===== config.mk =====
export PLATFORM = sky130hd
export DESIGN_NAME = layer_motion_updater
export DESIGN_NICKNAME = d
export VERILOG_FILES = /design/src/rtl/gpu_layer_pkg.sv /design/src/rtl/layer_motion_calc.sv /design/src/rtl/layer_motion_updater.sv
export SDC_FILE = /design/constraint.sdc
export NUM_CORES = 1
export LEC_CHECK = 0
export ABC_AREA = 1
export CORE_ASPECT_RATIO = 1.4
export CORE_MARGIN = 10
export CORE_UTILIZATION = 45
export DETAILED_ROUTE_END_ITERATION = 10
export GPL_TIMING_DRIVEN = 0
export PLACE_DENSITY = 0.68
export SETUP_SLACK_MARGIN = 0.05
export SYNTH_ARGS = -nofsm -noshare
export SYNTH_HDL_FRONTEND = slang
export SYNTH_SLANG_ARGS = --single-unit

===== constraint.sdc =====
create_clock -name clk -period 4.6 [get_ports clk]
set_input_delay 0.46 -clock clk [delete_from_list [all_inputs] [get_ports clk]]
set_output_delay 0.46 -clock clk [all_outputs]
set_load 0.02 [all_outputs]

===== src/rtl/gpu_layer_pkg.sv =====
// rtl/gpu_layer_pkg.sv - layer header register map, flag bit positions and updater FSM states
package gpu_layer_pkg;

  localparam logic [2:0] REG_FLAGS = 3'd0;
  localparam logic [2:0] REG_XPOS  = 3'd3;
  localparam logic [2:0] REG_YPOS  = 3'd4;
  localparam logic [2:0] REG_XVEL  = 3'd5;
  localparam logic [2:0] REG_YVEL  = 3'd6;
  localparam logic [2:0] REG_FRAME = 3'd7;

  localparam int FLAG_POP    = 0;
  localparam int FLAG_SPRITE = 1;
  localparam int FLAG_HIDDEN = 2;
  localparam int FLAG_ANIM   = 3;

  typedef enum logic [3:0] {
    ST_IDLE,
    ST_RD_FLAGS,
    ST_RD_XPOS,
    ST_RD_YPOS,
    ST_RD_XVEL,
    ST_RD_YVEL,
    ST_RD_FRAME,
    ST_WR_XPOS,
    ST_WR_YPOS,
    ST_WR_FRAME,
    ST_DONE
  } motionStateT;

endpackage


===== src/rtl/layer_motion_calc.sv =====
// rtl/layer_motion_calc.sv - position step and animation frame advance
// LAYER_MOTION_CLAMP_EN makes the position add saturate to int16 instead of wrapping.
module layer_motion_calc #(
  parameter int VEL_SHIFT = 6
) (
  input  logic [15:0] pos,
  input  logic [15:0] vel,
  input  logic [7:0]  cur,
  input  logic [7:0]  count,
  input  logic        animEn,
  output logic [15:0] newPos,
  output logic [7:0]  nextFrame
);

  logic [15:0] disp;
  logic [8:0]  curPlusOne;
`ifdef LAYER_MOTION_CLAMP_EN
  logic [16:0] sum;
`endif

  always_comb begin
    disp = 16'($signed(vel) >>> VEL_SHIFT);
`ifdef LAYER_MOTION_CLAMP_EN
    sum = {pos[15], pos} + {disp[15], disp};
    // bits 16 and 15 disagree only when the signed add left the int16 range
    if (sum[16] != sum[15]) begin
      newPos = sum[16] ? 16'h8000 : 16'h7FFF;
    end else begin
      newPos = sum[15:0];
    end
`else
    newPos = pos + disp;
`endif
  end

  // nine-bit compare so cur=255 does not wrap to 0 before the test
  always_comb begin
    curPlusOne = {1'b0, cur} + 9'd1;
    if (!animEn || count == 8'd0) begin
      nextFrame = cur;
    end else if (curPlusOne >= {1'b0, count}) begin
      nextFrame = 8'd0;
    end else begin
      nextFrame = curPlusOne[7:0];
    end
  end

endmodule


===== src/rtl/layer_motion_updater.sv =====
// rtl/layer_motion_updater.sv - frame-start walker that advances sprite position and animation per layer
// Optional LAYER_MOTION_CLAMP_EN (in layer_motion_calc) saturates position updates.
import gpu_layer_pkg::*;

module layer_motion_updater #(
  parameter int NUM_LAYERS = 32,
  parameter int VEL_SHIFT  = 6
) (
  input  logic        clk,
  input  logic        reset,
  input  logic        frame_start,
  output logic [4:0]  ctrl_layer,
  output logic [2:0]  reg_index,
  output logic [15:0] write_data,
  output logic        write_en,
  input  logic [15:0] read_data,
  output logic        busy,
  output logic        done,
  output logic        frame_overrun
);

  motionStateT state, nextState;
  logic [4:0]  layerCnt, nextLayer;
  logic        animQ;
  logic [15:0] xposQ, yposQ, xvelQ, yvelQ, frameQ;

  logic [2:0]  nRegIndex;
  logic [15:0] nWriteData;
  logic        nWriteEn, nBusy, nDone;
  logic        lastLayer, isSprite, selX;
  logic [15:0] calcPos;
  logic [7:0]  calcFrame;

  assign lastLayer = (layerCnt == 5'(NUM_LAYERS - 1));
  assign isSprite  = read_data[FLAG_POP] & read_data[FLAG_SPRITE];
  // X operands feed the calc on the way into WR_XPOS, Y operands otherwise
  assign selX      = (state == ST_RD_FRAME);

  layer_motion_calc #(.VEL_SHIFT(VEL_SHIFT)) calc (
    .pos       (selX ? xposQ : yposQ),
    .vel       (selX ? xvelQ : yvelQ),
    .cur       (frameQ[15:8]),
    .count     (frameQ[7:0]),
    .animEn    (animQ),
    .newPos    (calcPos),
    .nextFrame (calcFrame)
  );

  always_comb begin
    nextState = state;
    nextLayer = layerCnt;
    case (state)
      ST_IDLE: begin
        if (frame_start) begin
          nextState = ST_RD_FLAGS;
          nextLayer = 5'd0;
        end
      end
      ST_RD_FLAGS: begin
        if (isSprite) begin
          nextState = ST_RD_XPOS;
        end else if (lastLayer) begin
          nextState = ST_DONE;
        end else begin
          nextLayer = layerCnt + 5'd1;
        end
      end
      ST_RD_XPOS:  nextState = ST_RD_YPOS;
      ST_RD_YPOS:  nextState = ST_RD_XVEL;
      ST_RD_XVEL:  nextState = ST_RD_YVEL;
      ST_RD_YVEL:  nextState = ST_RD_FRAME;
      ST_RD_FRAME: nextState = ST_WR_XPOS;
      ST_WR_XPOS:  nextState = ST_WR_YPOS;
      ST_WR_YPOS:  nextState = ST_WR_FRAME;
      ST_WR_FRAME: begin
        if (lastLayer) begin
          nextState = ST_DONE;
        end else begin
          nextState = ST_RD_FLAGS;
          nextLayer = layerCnt + 5'd1;
        end
      end
      ST_DONE:     nextState = ST_IDLE;
      default:     nextState = ST_IDLE;
    endcase
  end

  // Outputs are decoded from the next state so they can be registered alongside it
  always_comb begin
    nRegIndex  = REG_FLAGS;
    nWriteData = 16'h0000;
    nWriteEn   = 1'b0;
    nBusy      = 1'b1;
    nDone      = 1'b0;
    case (nextState)
      ST_RD_FLAGS: nRegIndex = REG_FLAGS;
      ST_RD_XPOS:  nRegIndex = REG_XPOS;
      ST_RD_YPOS:  nRegIndex = REG_YPOS;
      ST_RD_XVEL:  nRegIndex = REG_XVEL;
      ST_RD_YVEL:  nRegIndex = REG_YVEL;
      ST_RD_FRAME: nRegIndex = REG_FRAME;
      ST_WR_XPOS: begin
        nRegIndex  = REG_XPOS;
        nWriteEn   = 1'b1;
        nWriteData = calcPos;
      end
      ST_WR_YPOS: begin
        nRegIndex  = REG_YPOS;
        nWriteEn   = 1'b1;
        nWriteData = calcPos;
      end
      ST_WR_FRAME: begin
        nRegIndex  = REG_FRAME;
        nWriteEn   = 1'b1;
        nWriteData = {calcFrame, frameQ[7:0]};
      end
      ST_DONE: begin
        nBusy = 1'b0;
        nDone = 1'b1;
      end
      default: nBusy = 1'b0;
    endcase
  end

  always_ff @(posedge clk) begin
    if (reset) begin
      state         <= ST_IDLE;
      layerCnt      <= 5'd0;
      animQ         <= 1'b0;
      xposQ         <= 16'h0000;
      yposQ         <= 16'h0000;
      xvelQ         <= 16'h0000;
      yvelQ         <= 16'h0000;
      frameQ        <= 16'h0000;
      ctrl_layer    <= 5'd0;
      reg_index     <= 3'd0;
      write_data    <= 16'h0000;
      write_en      <= 1'b0;
      busy          <= 1'b0;
      done          <= 1'b0;
      frame_overrun <= 1'b0;
    end else begin
      state         <= nextState;
      layerCnt      <= nextLayer;
      ctrl_layer    <= nBusy ? nextLayer : 5'd0;
      reg_index     <= nRegIndex;
      write_data    <= nWriteData;
      write_en      <= nWriteEn;
      busy          <= nBusy;
      done          <= nDone;
      frame_overrun <= frame_start && (state != ST_IDLE);
      case (state)
        ST_RD_FLAGS: animQ  <= read_data[FLAG_ANIM];
        ST_RD_XPOS:  xposQ  <= read_data;
        ST_RD_YPOS:  yposQ  <= read_data;
        ST_RD_XVEL:  xvelQ  <= read_data;
        ST_RD_YVEL:  yvelQ  <= read_data;
        ST_RD_FRAME: frameQ <= read_data;
        default: ;
      endcase
    end
  end

endmodule


==> impl_metrics.csv <==
group,metric,value,unit
route,vias,5320,
clock_network,root_buffer,"clkbuf_16",
timing,slew_headroom,57.3,%
yosys,ys_ff_latch,106,
cells_and_area,layout_commonest_cell,"nand2_1",
critical_path,worst-path-buf-inv,4,
critical_path,crit_slowest_cell,"dfxtp_1",
floorplanning,io_pins,47,
placed_design,hpwl,12100,um
placed_design,io_buffer_count,46,
clock_network,ctsLongestPathBuffers,2,
floorplanning,die_w,113,um
yosys,syn-instance-count,817,
min_path,min_to,"xvelQ[7]$_SDFFE_PP0P_",
clock_network,cts_tree,"yes",
global_routing,grtUsageTotal,18.3,%
timing,finalSetupViolCount,0,
floorplanning,die_h,151,um
cells_and_area,final_cell_mix,"nand2_1, nor2_1, dfxtp_1",
timing,worst_clock_skew,7.32,ps
timing,max_freq,292,MHz
yosys,synthSimpleGateAreaFrac,32.0,%
min_path,min_path_type,"reg -> reg",
clock_network,clock_latency,350,ps
yosys,avgSynthCellArea,6.72,um^2
run_status,status,"finished, final reports clean",
cells_and_area,antenna_cells,0,
route,routed_wl,15600,um
min_path,hold_path_startpoint,"xvelQ[7]$_SDFFE_PP0P_",
clock_network,cts.sinks,106,
yosys,synth-compound-area-share,15.2,%
cells_and_area,drive_gt1_share,5.80,%
cells_and_area,nets,919,
timing,hold_viol,0,
yosys,syn-cell-area,5490,um^2
yosys,yosysSeqAreaShare,38.7,%
route,wl_met1,6690,um
route,viasPerCell,5.19,
route,dr.max_layer_used,"met4",
global_routing,grt_max_degree,18,
yosys,syn-num-nets,862,
critical_path,r2r_slack,1180,ps
yosys,synth_xor_xnor_area_share,0.479,%
yosys,yosys.area_share.adder,6.06,%
clock_network,path_clk_slew,70,ps
clock_network,htreeDepth,3,
critical_path,cp_top_family,"simple AND/OR/NAND/NOR gates",
floorplanning,core_area,11900,um^2
cells_and_area,area_delta_synth_final,16.8,%
critical_path,r2r_start,"state[3]$_SDFF_PP0_",
route,dr.pass1.iters,4,
global_routing,first_global_vias,5066,
route,route.met3.wl,768,um
critical_path,crit_path_start_kind,"register",
critical_path,r2r.worst_path.cells,18,
yosys,synth_mux_area_share,0,%
route,routedWlPerCell,15.2,um
critical_path,cp_max_fo,10,
critical_path,worst_path_most_repeated_cell,"nand2_1",
yosys,synth_top_family_by_area,"simple AND/OR/NAND/NOR gates",
floorplanning,rows,47,
yosys,yosys_warnings,0,
critical_path,path_cells,"nor2_4 > nand2_2 > buf_2 > clkbuf_1 > nand2_1 > nand2_1 > ha_1 > inv_1 > fa_1 > inv_1 > nand3_1 > nand2_1 > nand2_1 > nand2_1 > a21oi_1 > or2_2 > nand3_1 > a21oi_2",
clock_network,numCtsBuffers,9,
route,drtAntennaViolNets,0,
critical_path,worstSetupPathType,"reg -> reg",
route,first_iter_violations,304,
timing,finalCritPeriodShare,74.3,%
pwr,p_leak,2.93,nW
floorplanning,initial_core_util,46.2,%
route,drc,0,
yosys,ys_types,33,
pwr,max-vdd-ir-drop,0.188,mV
min_path,hold_path_depth,2,
route,met2_length,7680,um
global_routing,grt_pass1_wl,25200,um
pwr,p_per_area,288,nW/um^2
clock_network,cts_setup_buffers,0,
timing,tns,0,ps
critical_path,slowest_delay,460,ps
clock_network,cts.repair.resized,0,
timing,tightest_slew,641,ps
critical_path,arrival,3630,ps
critical_path,worstPathRequired,4820,ps
global_routing,grt-ovfl-total,0,
run,cap_violations,0,
critical_path,timing.rr.end,"write_data[8]$_SDFF_PP0_",
timing,post-route-min-period,3420,ps
placed_design,globalplace.congestion,0.946,
critical_path,worstSetupEndpointType,"register",
timing,rsz0062_at_grt,"no",
clock_network,ctsHoldBuffers,0,
global_routing,antenna_found_initial,0,
timing,finalMaxSlewViolations,0,
floorplanning,die-area,17100,um^2
pwr,p_total,0.00185,W
cells_and_area,n_fill_cell,1223,
-- cells by family (layout without fill, tap and decap cells) --
group           count (synthesis)  after routing
flops                         106            106
simple gates                  416            416
compound gates                160            160
fa+ha+maj                      26             26
xor+xnor                        3              3
buf+inv                       106            168
-- through the flow --
step / util [%] / std cells / hold slack (ps) / setup slack [ps] / area, um^2
2_1_floorplan: - / 817 / 425 / 1830 / 5490
3_3_place_gp: 51.6 / 1010 / 441 / 1260 / 6130
3_5_place_dp: 51.6 / 1010 / 447 / 1220 / 6130
4_1_cts: 54.0 / 1026 / 457 / 1180 / 6410
5_1_grt: 54.0 / 1026 / 494 / 900 / 6410
6_report: 54.0 / 1026 / 456 / 1180 / 6410
-- synth_stat cells (all sizes together) --
cell type | instances | share of area (%)
nand2 | 192 | 13
nor2 | 147 | 11
dfxtp | 106 | 39
o21ai | 89 | 8.2
inv | 73 | 5.0
a21oi | 60 | 5.5
nand3 | 38 | 3.5
ha | 25 | 5.7
clkbuf | 20 | 1.4
nand4 | 16 | 1.8
nor3 | 10 | 1.0
buf | 9 | 0.96
or2 | 7 | 0.80
a21o | 6 | 0.82
clkinv | 4 | 0.27
nand3b | 3 | 0.41
nor4 | 3 | 0.34
xor2 | 3 | 0.48
a31oi | 2 | 0.23
a21boi | 1 | 0.14
a22oi | 1 | 0.14
fa | 1 | 0.36
o21bai | 1 | 0.14
-- worst register-to-register path: cells and delay by family, from the launching register on --
kind	cells	cell delay [ps]
simple gates	10	1310
buf+inv	4	820
fa+ha+maj	2	520
flops	1	460
compound gates	2	180
-- worst max path at each step --
stage | cells past startpoint | startpoint | to
after floorplan | 18 | state[3]$_SDFF_PP0_ | write_data[8]$_SDFF_PP0_
after global placement | 19 | state[1]$_SDFF_PP0_ | write_data[8]$_SDFF_PP0_
after detailed placement | 19 | state[1]$_SDFF_PP0_ | write_data[8]$_SDFF_PP0_
after CTS | 18 | state[3]$_SDFF_PP0_ | write_data[8]$_SDFF_PP0_
after global routing | 18 | state[3]$_SDFF_PP0_ | write_data[8]$_SDFF_PP0_
final | 18 | state[3]$_SDFF_PP0_ | write_data[8]$_SDFF_PP0_
-- sequential cells by signal, indices dropped and copies added (netlist names) --
register and cells:
xposQ 16, done 1, busy 1, yposQ 16, reg_index 3, xvelQ 10, ctrl_layer 5, layerCnt 5
animQ 1, frameQ 16, write_data 16, yvelQ 10, write_en 1, frame_overrun 1, state 4
-- area by class of cell --
class | instances | area, um^2 | area share (%)
multi-input combinational | 605 | 2950 | 46.0
sequential | 106 | 2120 | 33.1
timing repair buffer | 46 | 460 | 7.18
inverter | 77 | 289 | 4.51
clock buffer | 11 | 243 | 3.79
tap | 147 | 184 | 2.87
buffer | 29 | 128 | 1.99
clock inverter | 5 | 36.3 | 0.566
-- per-layer routing --
metal,GRT usage [%],vias up
li1,-,2762
met1,21.8,2373
met2,31.7,151
met3,2.75,34
met4,7.89,0
met5,0,-
-- power by group --
group / total [W] / internal (W) / leakage (nW) / switching (W)
Clock: 0.000735 / 0.000386 / 0.140 / 0.000350
Sequential: 0.000950 / 0.000939 / 0.856 / 0.0000108
Combinational: 0.000164 / 0.0000565 / 1.94 / 0.000107
Note: power is estimated with default switching activity, not from simulation.
